## src/rtl/exceptionull_pkg.sv

```systemverilog
// -----------------------------------------------------------------------------
// exceptionull_pkg
// Shared definitions for the ExceptioNull 8-bit datapath sequencer:
//   - 4-bit opcode constants (ir[7:4])
//   - ALU control codes driven onto alu_control
//   - sequencer state encoding (also visible on the debug state port)
//   - instruction class used to steer the FSM
//   - PC arithmetic helpers (8-bit wrapping)
// -----------------------------------------------------------------------------
package exceptionull_pkg;

   localparam int OPCODE_W = 4;
   localparam int ALU_W    = 3;
   localparam int PC_W     = 8;

   // Opcodes
   localparam logic [OPCODE_W-1:0] OP_MOVE = 4'h0;
   localparam logic [OPCODE_W-1:0] OP_ADD  = 4'h1;
   localparam logic [OPCODE_W-1:0] OP_AND  = 4'h2;
   localparam logic [OPCODE_W-1:0] OP_NOT  = 4'h3;
   localparam logic [OPCODE_W-1:0] OP_NOR  = 4'h4;
   localparam logic [OPCODE_W-1:0] OP_SLT  = 4'h5;
   localparam logic [OPCODE_W-1:0] OP_SLL  = 4'h6;
   localparam logic [OPCODE_W-1:0] OP_SRL  = 4'h7;
   localparam logic [OPCODE_W-1:0] OP_J    = 4'h8;
   localparam logic [OPCODE_W-1:0] OP_JAL  = 4'h9;
   localparam logic [OPCODE_W-1:0] OP_LW   = 4'hA;
   localparam logic [OPCODE_W-1:0] OP_SW   = 4'hB;
   localparam logic [OPCODE_W-1:0] OP_BEQ  = 4'hC;
   localparam logic [OPCODE_W-1:0] OP_BNE  = 4'hD;
   localparam logic [OPCODE_W-1:0] OP_ADDI = 4'hE;
   localparam logic [OPCODE_W-1:0] OP_LI   = 4'hF;

   // ALU control codes
   localparam logic [ALU_W-1:0] ALU_PASS = 3'b000;
   localparam logic [ALU_W-1:0] ALU_ADD  = 3'b001;
   localparam logic [ALU_W-1:0] ALU_SUB  = 3'b010;
   localparam logic [ALU_W-1:0] ALU_AND  = 3'b011;
   localparam logic [ALU_W-1:0] ALU_NOR  = 3'b100;
   localparam logic [ALU_W-1:0] ALU_SLT  = 3'b101;
   localparam logic [ALU_W-1:0] ALU_SLL  = 3'b110;
   localparam logic [ALU_W-1:0] ALU_SRL  = 3'b111;

   // Sequencer states
   typedef enum logic [2:0] {
      ST_IDLE   = 3'd0,
      ST_FETCH  = 3'd1,
      ST_DECODE = 3'd2,
      ST_EXEC   = 3'd3,
      ST_MEM    = 3'd4,
      ST_WB     = 3'd5
   } seq_state_e;

   // Instruction classes, as far as the FSM cares
   typedef enum logic [2:0] {
      CLS_ALU    = 3'd0,
      CLS_LOAD   = 3'd1,
      CLS_STORE  = 3'd2,
      CLS_BRANCH = 3'd3,
      CLS_JUMP   = 3'd4
   } instr_class_e;

   // Sign-extend the 4-bit jump/branch offset held in ir[3:0].
   function automatic logic [PC_W-1:0] sext_offset(input logic [3:0] off);
      return {{(PC_W-4){off[3]}}, off};
   endfunction

   // Relative PC update, wrapping modulo 256.
   function automatic logic [PC_W-1:0] pc_relative(input logic [PC_W-1:0] pc_cur,
                                                   input logic [3:0]      off);
      return pc_cur + sext_offset(off);
   endfunction

endpackage

```

## src/rtl/seq_decoder.sv

```systemverilog
// -----------------------------------------------------------------------------
// seq_decoder
// Pure combinational opcode decode for the multicycle sequencer.
// Ports:
//   opcode      in   4  ir[7:4]
//   alu_control out  3  ALU operation for this opcode
//   alu_src     out  1  1 = zero-extended ir[1:0] as operand B
//   cls         out  3  instruction class (ALU/LOAD/STORE/BRANCH/JUMP)
//   is_jal      out  1  opcode is jal (link write in EXEC)
//   is_bne      out  1  branch sense: 1 = taken on non-zero, 0 = taken on zero
//   is_load     out  1  opcode is lw (write-back from data memory)
// -----------------------------------------------------------------------------
module seq_decoder
   import exceptionull_pkg::*;
(
   input  logic [OPCODE_W-1:0] opcode,
   output logic [ALU_W-1:0]    alu_control,
   output logic                alu_src,
   output instr_class_e        cls,
   output logic                is_jal,
   output logic                is_bne,
   output logic                is_load
);

   always_comb begin
      alu_control = ALU_PASS;
      alu_src     = 1'b0;
      cls         = CLS_ALU;
      case (opcode)
         OP_MOVE: alu_control = ALU_PASS;
         OP_ADD:  alu_control = ALU_ADD;
         OP_AND:  alu_control = ALU_AND;
         // not is realised as NOR with rs routed to both operands by the datapath
         OP_NOT:  alu_control = ALU_NOR;
         OP_NOR:  alu_control = ALU_NOR;
         OP_SLT:  alu_control = ALU_SLT;
         OP_SLL: begin
            alu_control = ALU_SLL;
            alu_src     = 1'b1;
         end
         OP_SRL: begin
            alu_control = ALU_SRL;
            alu_src     = 1'b1;
         end
         OP_J: begin
            alu_control = ALU_PASS;
            cls         = CLS_JUMP;
         end
         OP_JAL: begin
            alu_control = ALU_PASS;
            cls         = CLS_JUMP;
         end
         OP_LW: begin
            alu_control = ALU_ADD;
            alu_src     = 1'b1;
            cls         = CLS_LOAD;
         end
         OP_SW: begin
            alu_control = ALU_ADD;
            alu_src     = 1'b1;
            cls         = CLS_STORE;
         end
         OP_BEQ: begin
            alu_control = ALU_SUB;
            cls         = CLS_BRANCH;
         end
         OP_BNE: begin
            alu_control = ALU_SUB;
            cls         = CLS_BRANCH;
         end
         OP_ADDI: begin
            alu_control = ALU_ADD;
            alu_src     = 1'b1;
         end
         OP_LI: begin
            alu_control = ALU_PASS;
            alu_src     = 1'b1;
         end
         default: begin
            alu_control = ALU_PASS;
            alu_src     = 1'b0;
            cls         = CLS_ALU;
         end
      endcase
   end

   assign is_jal  = (opcode == OP_JAL);
   assign is_bne  = (opcode == OP_BNE);
   assign is_load = (opcode == OP_LW);

endmodule

```

## src/rtl/multicycle_sequencer.sv

```systemverilog
// -----------------------------------------------------------------------------
// multicycle_sequencer
// Multi-cycle fetch/decode/execute sequencer for the ExceptioNull 8-bit
// datapath. Owns the PC and IR and steps the datapath one phase per state,
// stalling in FETCH/MEM until the respective memory acknowledges.
//
// Ports:
//   clk            in   1  rising-edge clock
//   reset          in   1  synchronous, active high
//   run            in   1  permits starting the next instruction
//   imem_rdata     in   8  instruction word, valid with imem_ack
//   imem_ack       in   1  instruction memory done
//   dmem_ack       in   1  data memory done
//   alu_zero       in   1  ALU result is zero (branch condition)
//   imem_req       out  1  high throughout FETCH
//   pc             out  8  program counter
//   ir             out  8  instruction register
//   dmem_req       out  1  high throughout MEM
//   dmem_we        out  1  store in MEM
//   alu_control    out  3  ALU operation
//   alu_src        out  1  immediate operand select
//   wren_reg       out  1  register-file write strobe
//   datamem_toreg  out  1  write-back from data memory
//   link_wr        out  1  jal link write of pc into r3
//   state          out  3  debug view of the FSM state
//
// state  | meaning
// IDLE   | parked; leaves on run
// FETCH  | instruction request outstanding; IR/PC load on imem_ack
// DECODE | one quiet cycle for the decoder to settle
// EXEC   | ALU active; jumps/branches resolve and retire here
// MEM    | data request outstanding until dmem_ack
// WB     | one-cycle register-file write
// -----------------------------------------------------------------------------
module multicycle_sequencer
   import exceptionull_pkg::*;
#(
   parameter logic [7:0] PC_RESET = 8'h00
) (
   input  logic             clk,
   input  logic             reset,
   input  logic             run,
   input  logic [7:0]       imem_rdata,
   input  logic             imem_ack,
   input  logic             dmem_ack,
   input  logic             alu_zero,
   output logic             imem_req,
   output logic [7:0]       pc,
   output logic [7:0]       ir,
   output logic             dmem_req,
   output logic             dmem_we,
   output logic [ALU_W-1:0] alu_control,
   output logic             alu_src,
   output logic             wren_reg,
   output logic             datamem_toreg,
   output logic             link_wr,
   output logic [2:0]       state
);

   seq_state_e   state_q, state_d;
   logic [7:0]   pc_q, pc_d;
   logic [7:0]   ir_q, ir_d;

   logic [ALU_W-1:0] dec_alu_control;
   logic             dec_alu_src;
   instr_class_e     dec_cls;
   logic             dec_is_jal;
   logic             dec_is_bne;
   logic             dec_is_load;

   logic             branch_taken;
   logic             redirect;
   seq_state_e       retire_state;

   seq_decoder u_seq_decoder (
      .opcode      (ir_q[7:4]),
      .alu_control (dec_alu_control),
      .alu_src     (dec_alu_src),
      .cls         (dec_cls),
      .is_jal      (dec_is_jal),
      .is_bne      (dec_is_bne),
      .is_load     (dec_is_load)
   );

   // beq takes on zero, bne on non-zero
   assign branch_taken = (dec_cls == CLS_BRANCH) && (dec_is_bne ? !alu_zero : alu_zero);
   assign redirect     = (dec_cls == CLS_JUMP) || branch_taken;

   // run is only looked at when an instruction retires
   assign retire_state = run ? ST_FETCH : ST_IDLE;

   // ---------------------------------------------------------------- next state
   always_comb begin
      state_d = state_q;
      pc_d    = pc_q;
      ir_d    = ir_q;
      case (state_q)
         ST_IDLE: begin
            if (run) begin
               state_d = ST_FETCH;
            end
         end
         ST_FETCH: begin
            if (imem_ack) begin
               ir_d    = imem_rdata;
               pc_d    = pc_q + 8'd1;
               state_d = ST_DECODE;
            end
         end
         ST_DECODE: begin
            state_d = ST_EXEC;
         end
         ST_EXEC: begin
            // offset is relative to the already-incremented PC
            if (redirect) begin
               pc_d = pc_relative(pc_q, ir_q[3:0]);
            end
            case (dec_cls)
               CLS_LOAD, CLS_STORE: state_d = ST_MEM;
               CLS_ALU:             state_d = ST_WB;
               default:             state_d = retire_state;
            endcase
         end
         ST_MEM: begin
            if (dmem_ack) begin
               state_d = (dec_cls == CLS_STORE) ? retire_state : ST_WB;
            end
         end
         ST_WB: begin
            state_d = retire_state;
         end
         default: begin
            state_d = ST_IDLE;
         end
      endcase
   end

   // ------------------------------------------------------------ state register
   always_ff @(posedge clk) begin
      if (reset) begin
         state_q <= ST_IDLE;
         pc_q    <= PC_RESET;
         ir_q    <= 8'h00;
      end else begin
         state_q <= state_d;
         pc_q    <= pc_d;
         ir_q    <= ir_d;
      end
   end

   // ------------------------------------------------------------ Moore outputs
   always_comb begin
      imem_req      = 1'b0;
      dmem_req      = 1'b0;
      dmem_we       = 1'b0;
      alu_control   = ALU_PASS;
      alu_src       = 1'b0;
      wren_reg      = 1'b0;
      datamem_toreg = 1'b0;
      link_wr       = 1'b0;
      case (state_q)
         ST_FETCH: begin
            imem_req = 1'b1;
         end
         ST_EXEC: begin
            alu_control = dec_alu_control;
            alu_src     = dec_alu_src;
            link_wr     = dec_is_jal;
            wren_reg    = dec_is_jal;
         end
         ST_MEM: begin
            // keep the address computation on the ALU while the access is pending
            alu_control = dec_alu_control;
            alu_src     = dec_alu_src;
            dmem_req    = 1'b1;
            dmem_we     = (dec_cls == CLS_STORE);
         end
         ST_WB: begin
            // ALU result must stay valid for the ALU write-back path
            alu_control   = dec_alu_control;
            alu_src       = dec_alu_src;
            wren_reg      = 1'b1;
            datamem_toreg = dec_is_load;
         end
         default: begin
         end
      endcase
   end

   assign pc    = pc_q;
   assign ir    = ir_q;
   assign state = state_q;

endmodule

```

## config.mk

```make
export PLATFORM = sky130hd
export DESIGN_NAME = multicycle_sequencer
export DESIGN_NICKNAME = d
export VERILOG_FILES = /design/src/rtl/exceptionull_pkg.sv /design/src/rtl/seq_decoder.sv /design/src/rtl/multicycle_sequencer.sv
export SDC_FILE = /design/constraint.sdc
export NUM_CORES = 1
export LEC_CHECK = 0
export ABC_AREA = 1
export CAP_MARGIN = 0
export CORE_ASPECT_RATIO = 1.2
export CORE_MARGIN = 2
export CORE_UTILIZATION = 41
export CTS_CLUSTER_DIAMETER = 120
export CTS_CLUSTER_SIZE = 40
export DETAILED_ROUTE_END_ITERATION = 8
export PLACE_DENSITY = 0.75
export SLEW_MARGIN = 15
export SYNTH_ARGS = -nofsm -noshare
export SYNTH_HDL_FRONTEND = slang
export SYNTH_SLANG_ARGS = --single-unit
export TNS_END_PERCENT = 5
```

## constraint.sdc

```tcl
create_clock -name clk -period 1.8 [get_ports clk]
set_input_delay 0.18 -clock clk [delete_from_list [all_inputs] [get_ports clk]]
set_output_delay 0.18 -clock clk [all_outputs]
set_load 0.005 [all_outputs]
```

Word-level counts from Yosys, hierarchy flattened
Index checks and enable logic that the tools add are counted.
{ "classes": {"addsub": 2, "n_mul": 0, "div_mod_pow": 0, "order_cmp": 0, "n_eq_ne": 28, "shifts": 0, "muxes": 22, "n_bitwise": 0, "n_reduce_logical": 18} }
{ "ops": {"columns": ["cell", "count"], "rows": [
  ["$eq 4x4->1 const B", 8],
  ["$pmux 3 s8", 1],
  ["$pmux 3 s6", 1],
  ["$eq 4x3->1 const B", 4],
  ["$mux 8", 2],
  ["$pmux 8 s2", 1],
  ["$mux 3", 5],
  ["$eq 3x2->1 const B", 4],
  ["$pmux 3 s4", 1],
  ["$eq 3x3->1 const B", 3],
  ["$mux 1", 9],
  ["$add 8x1->8 const B", 1],
  ["$add 8x8->8", 1],
  ["$eq 4x2->1 const B", 2],
  ["$ne 2x2->1 const B", 4],
  ["$reduce_or 2->1", 4],
  ["$reduce_or 4->1", 2],
  ["$eq 3x1->1 const B", 2],
  ["$logic_not 3->1", 2],
  ["$pmux 3 s2", 1],
  ["$reduce_and 3->1", 2],
  ["$reduce_or 6->1", 1],
  ["$eq 4x1->1 const B", 1],
  ["$logic_not 4->1", 1],
  ["other kinds (7)", 7]
]} }
{ "totals": {"register_bits": 19, "latch_bits": 0, "ram_bits": 0, "mem_bits_ro": 0, "input_bits": 14, "out_inout_bits": 29, "word_cells": 73, "n_memories": 0} }

Logic depth before layout (Yosys ltp)
{ "logic_depth": {"word_depth": 8, "ltp_mapped": 14} }

By module
Synthesis repeated with hierarchy kept, for this count alone.
{ "unflattened": {"cells_unflattened": 226, "area_unflattened_um2": 1382.6} }
{ "modules_own_cells": {"columns": ["module", "instances", "cells_each", "area_per_inst_um2", "seq_area_each_um2"], "rows": [
  ["multicycle_sequencer", 1, 195, 1246.2, 380.4],
  ["seq_decoder", 1, 31, 136.4, 0.0]
]} }

Least setup slack after synthesis
No wires, ideal clock.
{ "synth_timing": {"kind": "reg2reg", "start": "register state_q[1], in the netlist state[1]", "end": "register pc_q[6], in the netlist pc[6]", "setup_time_ps": 109, "arrival_time_ps": 1955, "required_time_ps": 1691, "setup_slack_ps": -264, "stages_incl_launch_ff": 13, "n_path_buf": 0, "synth_period_minus_slack_ps": 2064, "cell_sequence": "dfxtp_1 -> nand2_2 -> nor2_4 -> inv_2 -> or2_2 -> ha_1 -> fa_1 -> nand4_1 -> nand3_1 -> nand2_1 -> nand3_1 -> nand2_1 -> inv_1"} }
{ "synth_via": {"elab_chain_cells": 3, "elab_cells_between_ends": 7, "classes_between": "4 x eq/ne; 1 x mux; 2 x reduce/logical"} }
{ "synth_rtl": {"columns": ["element", "line_no", "rtl"], "rows": [
  ["from (decl)", "multicycle_sequencer.sv:60", "seq_state_e state_q, state_d;"],
  ["from (signal assigned)", "multicycle_sequencer.sv:145", "state_q <= state_d;"],
  ["$eq 3x2->1 / $eq 3x1->1 (equally long branches)", "multicycle_sequencer.sv:97", "case (state_q)"],
  ["$ne 2x2->1 (no line) / $reduce_bool 2->1 (equally long branches)", null, null],
  ["$reduce_and 3->1 (no line)", null, null],
  ["to (signal assigned)", "multicycle_sequencer.sv:146", "pc_q <= pc_d;"],
  ["to (decl)", "multicycle_sequencer.sv:61", "logic [7:0] pc_q, pc_d;"]
]} }
Several ways; a longest one is shown, not always the timed one.
A chain may end at the register's enable or synchronous reset.

Worst setup path after layout
{ "layout_timing": {"start": "register state_q[0], in the netlist state[0]", "end": "register pc_q[6], in the netlist pc[6]"} }
The elaborated chain is that of the path after synthesis.

==> out/qor.yml <==
synth:
  syn_inst: 196
  muxShareOfSynthArea_pct: 0
  ys_seq_elements: 19
  synth_fa_ha_area_share_pct: 8.24
  synth_compound_area_share_pct: 18.1
  ys_seq_area_share_pct: 29.1
  synth_cell_types: 28
  syn_area_per_cell_um2: 6.66
  synth_area_um2: 1310
  synthXorXnorAreaFrac_pct: 2.68
  synthesis.nets: 218
  synth_top_family_by_area: "simple AND/OR/NAND/NOR gates"
  synthSimpleGateAreaFrac_pct: 31.5
  ys_warn_count: 0
setup_path:
  cp.required_ps: 2010
  path_class: "register to register"
  crit_path_start_kind: "register"
  crit_fanout: 4
  end_kind: "register"
  worstPathArrival_ps: 2030
place:
  routabilityCongestion: 0.823
  place_area_um2: 1880
  port_buffers: 42
  place_inst: 286
  hpwlAfterDp_um: 2530
sta:
  layout_setup_ws_ps: -20.1
  finClkSkew_ps: 7.43
  slew_headroom_pct: 73.4
  drv_slew: 0
  tightest_slew_ps: 399
  rsz0062_at_grt: "true"
  min_period_ps: 1820
  setup_viol: 2
  finalCritPeriodShare_pct: 101
  hold_violations: 0
  fmax_ghz: 0.549
finish:
  final_cell_mix: "clkdlybuf4s50_1, nand2_1, inv_1, nor2_1, a21oi_1"
  antenna_cells: 0
  seqCellArea_um2: 389
  multi_input_area_um2: 870
  final_common_cell: "clkdlybuf4s50_1"
  drive_gt1_share_pct: 22.8
  fin_cells: 290
  final_area_um2: 1970
  fin_nets: 277
  syn_to_final_growth_pct: 51.1
  n_fill_cell: 276
floorplanning:
  chipHeight_um: 65.8
  die-width_um: 55.5
  initial_core_util_pct: 42.8
  ios: 43
  core_um2: 3060
  die-area_um2: 3660
  rows: 22
power_and_ir_drop:
  leakagePower_nw: 0.885
  power_density_nw_per_um2: 641
  vdd_drop_max_v: 0.000643
  finalPower_mw: 1.26
global_routing:
  antenna_found_initial: 0
  grt_max_degree: 17
  globalRouteTotalUtil_pct: 17.9
  gr-total-overflow: 0
  grt_pass1_wl_um: 5310
  grt_pass1_vias: 1255
routing:
  antenna_left: 0
  wirelength_um: 3170
  drt_iter0_drc: 21
  vias_per_cell: 4.87
  vias: 1411
  firstDrtPassIters: 4
  wire_per_inst_um: 10.9
  drc: 0
clock_tree:
  clockRootBuffer: "clkbuf_4"
  numCtsBuffers: 3
  htreeDepth: 1
  post_cts_buffers: 0
  cts_tree: "built"
  clock-sinks: 19
  clkLatencyLatePin_ps: 300
  cts_max_path_buffers: 2
  clkSlewWorstSetupHoldPaths_ps: 110
worst_hold_path:
  hp-class: "primary input to register"
status:
  violations: "setup timing"
  outcome: "finished, violations left"
run:
  max-cap-violations: 0
timing repair:
item,CTS,global route
endpoints found under the setup margin,11,10
hold buffers,0,0
pin swaps,4,1
gates resized for setup,14,10
per-layer routing:
metal / track usage [%] / vias to the layer above / share of wire (%)
li1: - / 748 / -
met1: 21.8 / 624 / 46
met2: 32.4 / 33 / 48
met3: 1.96 / 6 / 4.0
met4: 6.40 / 0 / 1.6
met5: 0 / - / 0
synth_stat cells (all sizes together):
cell type | instances | area share, %
a211oi | 2 | 1.1
a21oi | 18 | 7.5
buf | 2 | 1.4
clkbuf | 1 | 0.29
dfxtp | 19 | 29
fa | 1 | 1.5
ha | 7 | 6.7
inv | 30 | 8.6
nand2 | 40 | 13
nand3 | 7 | 2.7
nand4 | 3 | 1.4
nor2 | 33 | 11
nor3 | 3 | 1.5
o21ai | 20 | 8.0
o21bai | 1 | 0.57
o22ai | 2 | 0.96
or2 | 3 | 1.4
xnor2 | 3 | 2.0
xor2 | 1 | 0.67
where the power goes:
part | switching, mW | leakage, nW | total (mW) | internal (mW)
sequential | 0.0511 | 0.158 | 0.527 | 0.476
combinational | 0.248 | 0.710 | 0.521 | 0.273
clock | 0.133 | 0.0177 | 0.216 | 0.0828
critical path, cell delays in order, from the launching register on:
cell,delay [ps]
dfxtp_2,350
nand2_2,70
nor2_4,100
inv_2,70
or2_4,230
ha_4,160
fa_2,350
nand4_1,100
nand3_1,80
nand2_1,60
nand3_1,60
nand2_1,70
inv_1,30
flip-flops by register name (all words and copies together) (netlist names):
| register | count |
|---|---|
| ir | 8 |
| pc | 8 |
| state | 3 |
path summary, 6_finish.rpt:
path / startpoint / end / slack, ps / depth (start not counted)
worst max-delay path: state[0] / pc[6] / -20 / 12
worst min-delay path: imem_rdata[4] / ir[4] / 500 / 3
worst max register to register: state[0] / pc[6] / -20 / 12
worst min register to register: ir[2] / ir[2] / 510 / 2
cell type report:
cell class | instances | share of cell area (%)
clock inverters | 1 | 0.254
multi-input cells | 144 | 44.1
inverters | 30 | 5.71
repair buffers | 57 | 26.8
clock buffers | 3 | 1.14
flip-flops and latches | 19 | 19.7
well taps | 36 | 2.28
through the flow:
step | hold slack (ps) | utilization [%] | setup WS, ps | TNS, ps
3_5_place_dp | 486 | 61.7 | -58.0 | -114
6_report | 498 | 64.6 | -20.1 | -30.3
4_1_cts | 495 | 63.0 | -83.9 | -133
3_3_place_gp | 480 | 61.7 | -25.5 | -31.9
5_1_grt | 507 | 64.6 | -162 | -804
2_1_floorplan | 242 | - | -56.9 | -103
cell families after synthesis:
group,after synthesis
DFF,19
and+or+nand+nor,89
adders and majority gates,8
xor gates and xnor gates,4
buffers and inverters,33
AOI/OAI and AO/OA,43
Power figures use the tool's default switching activity.
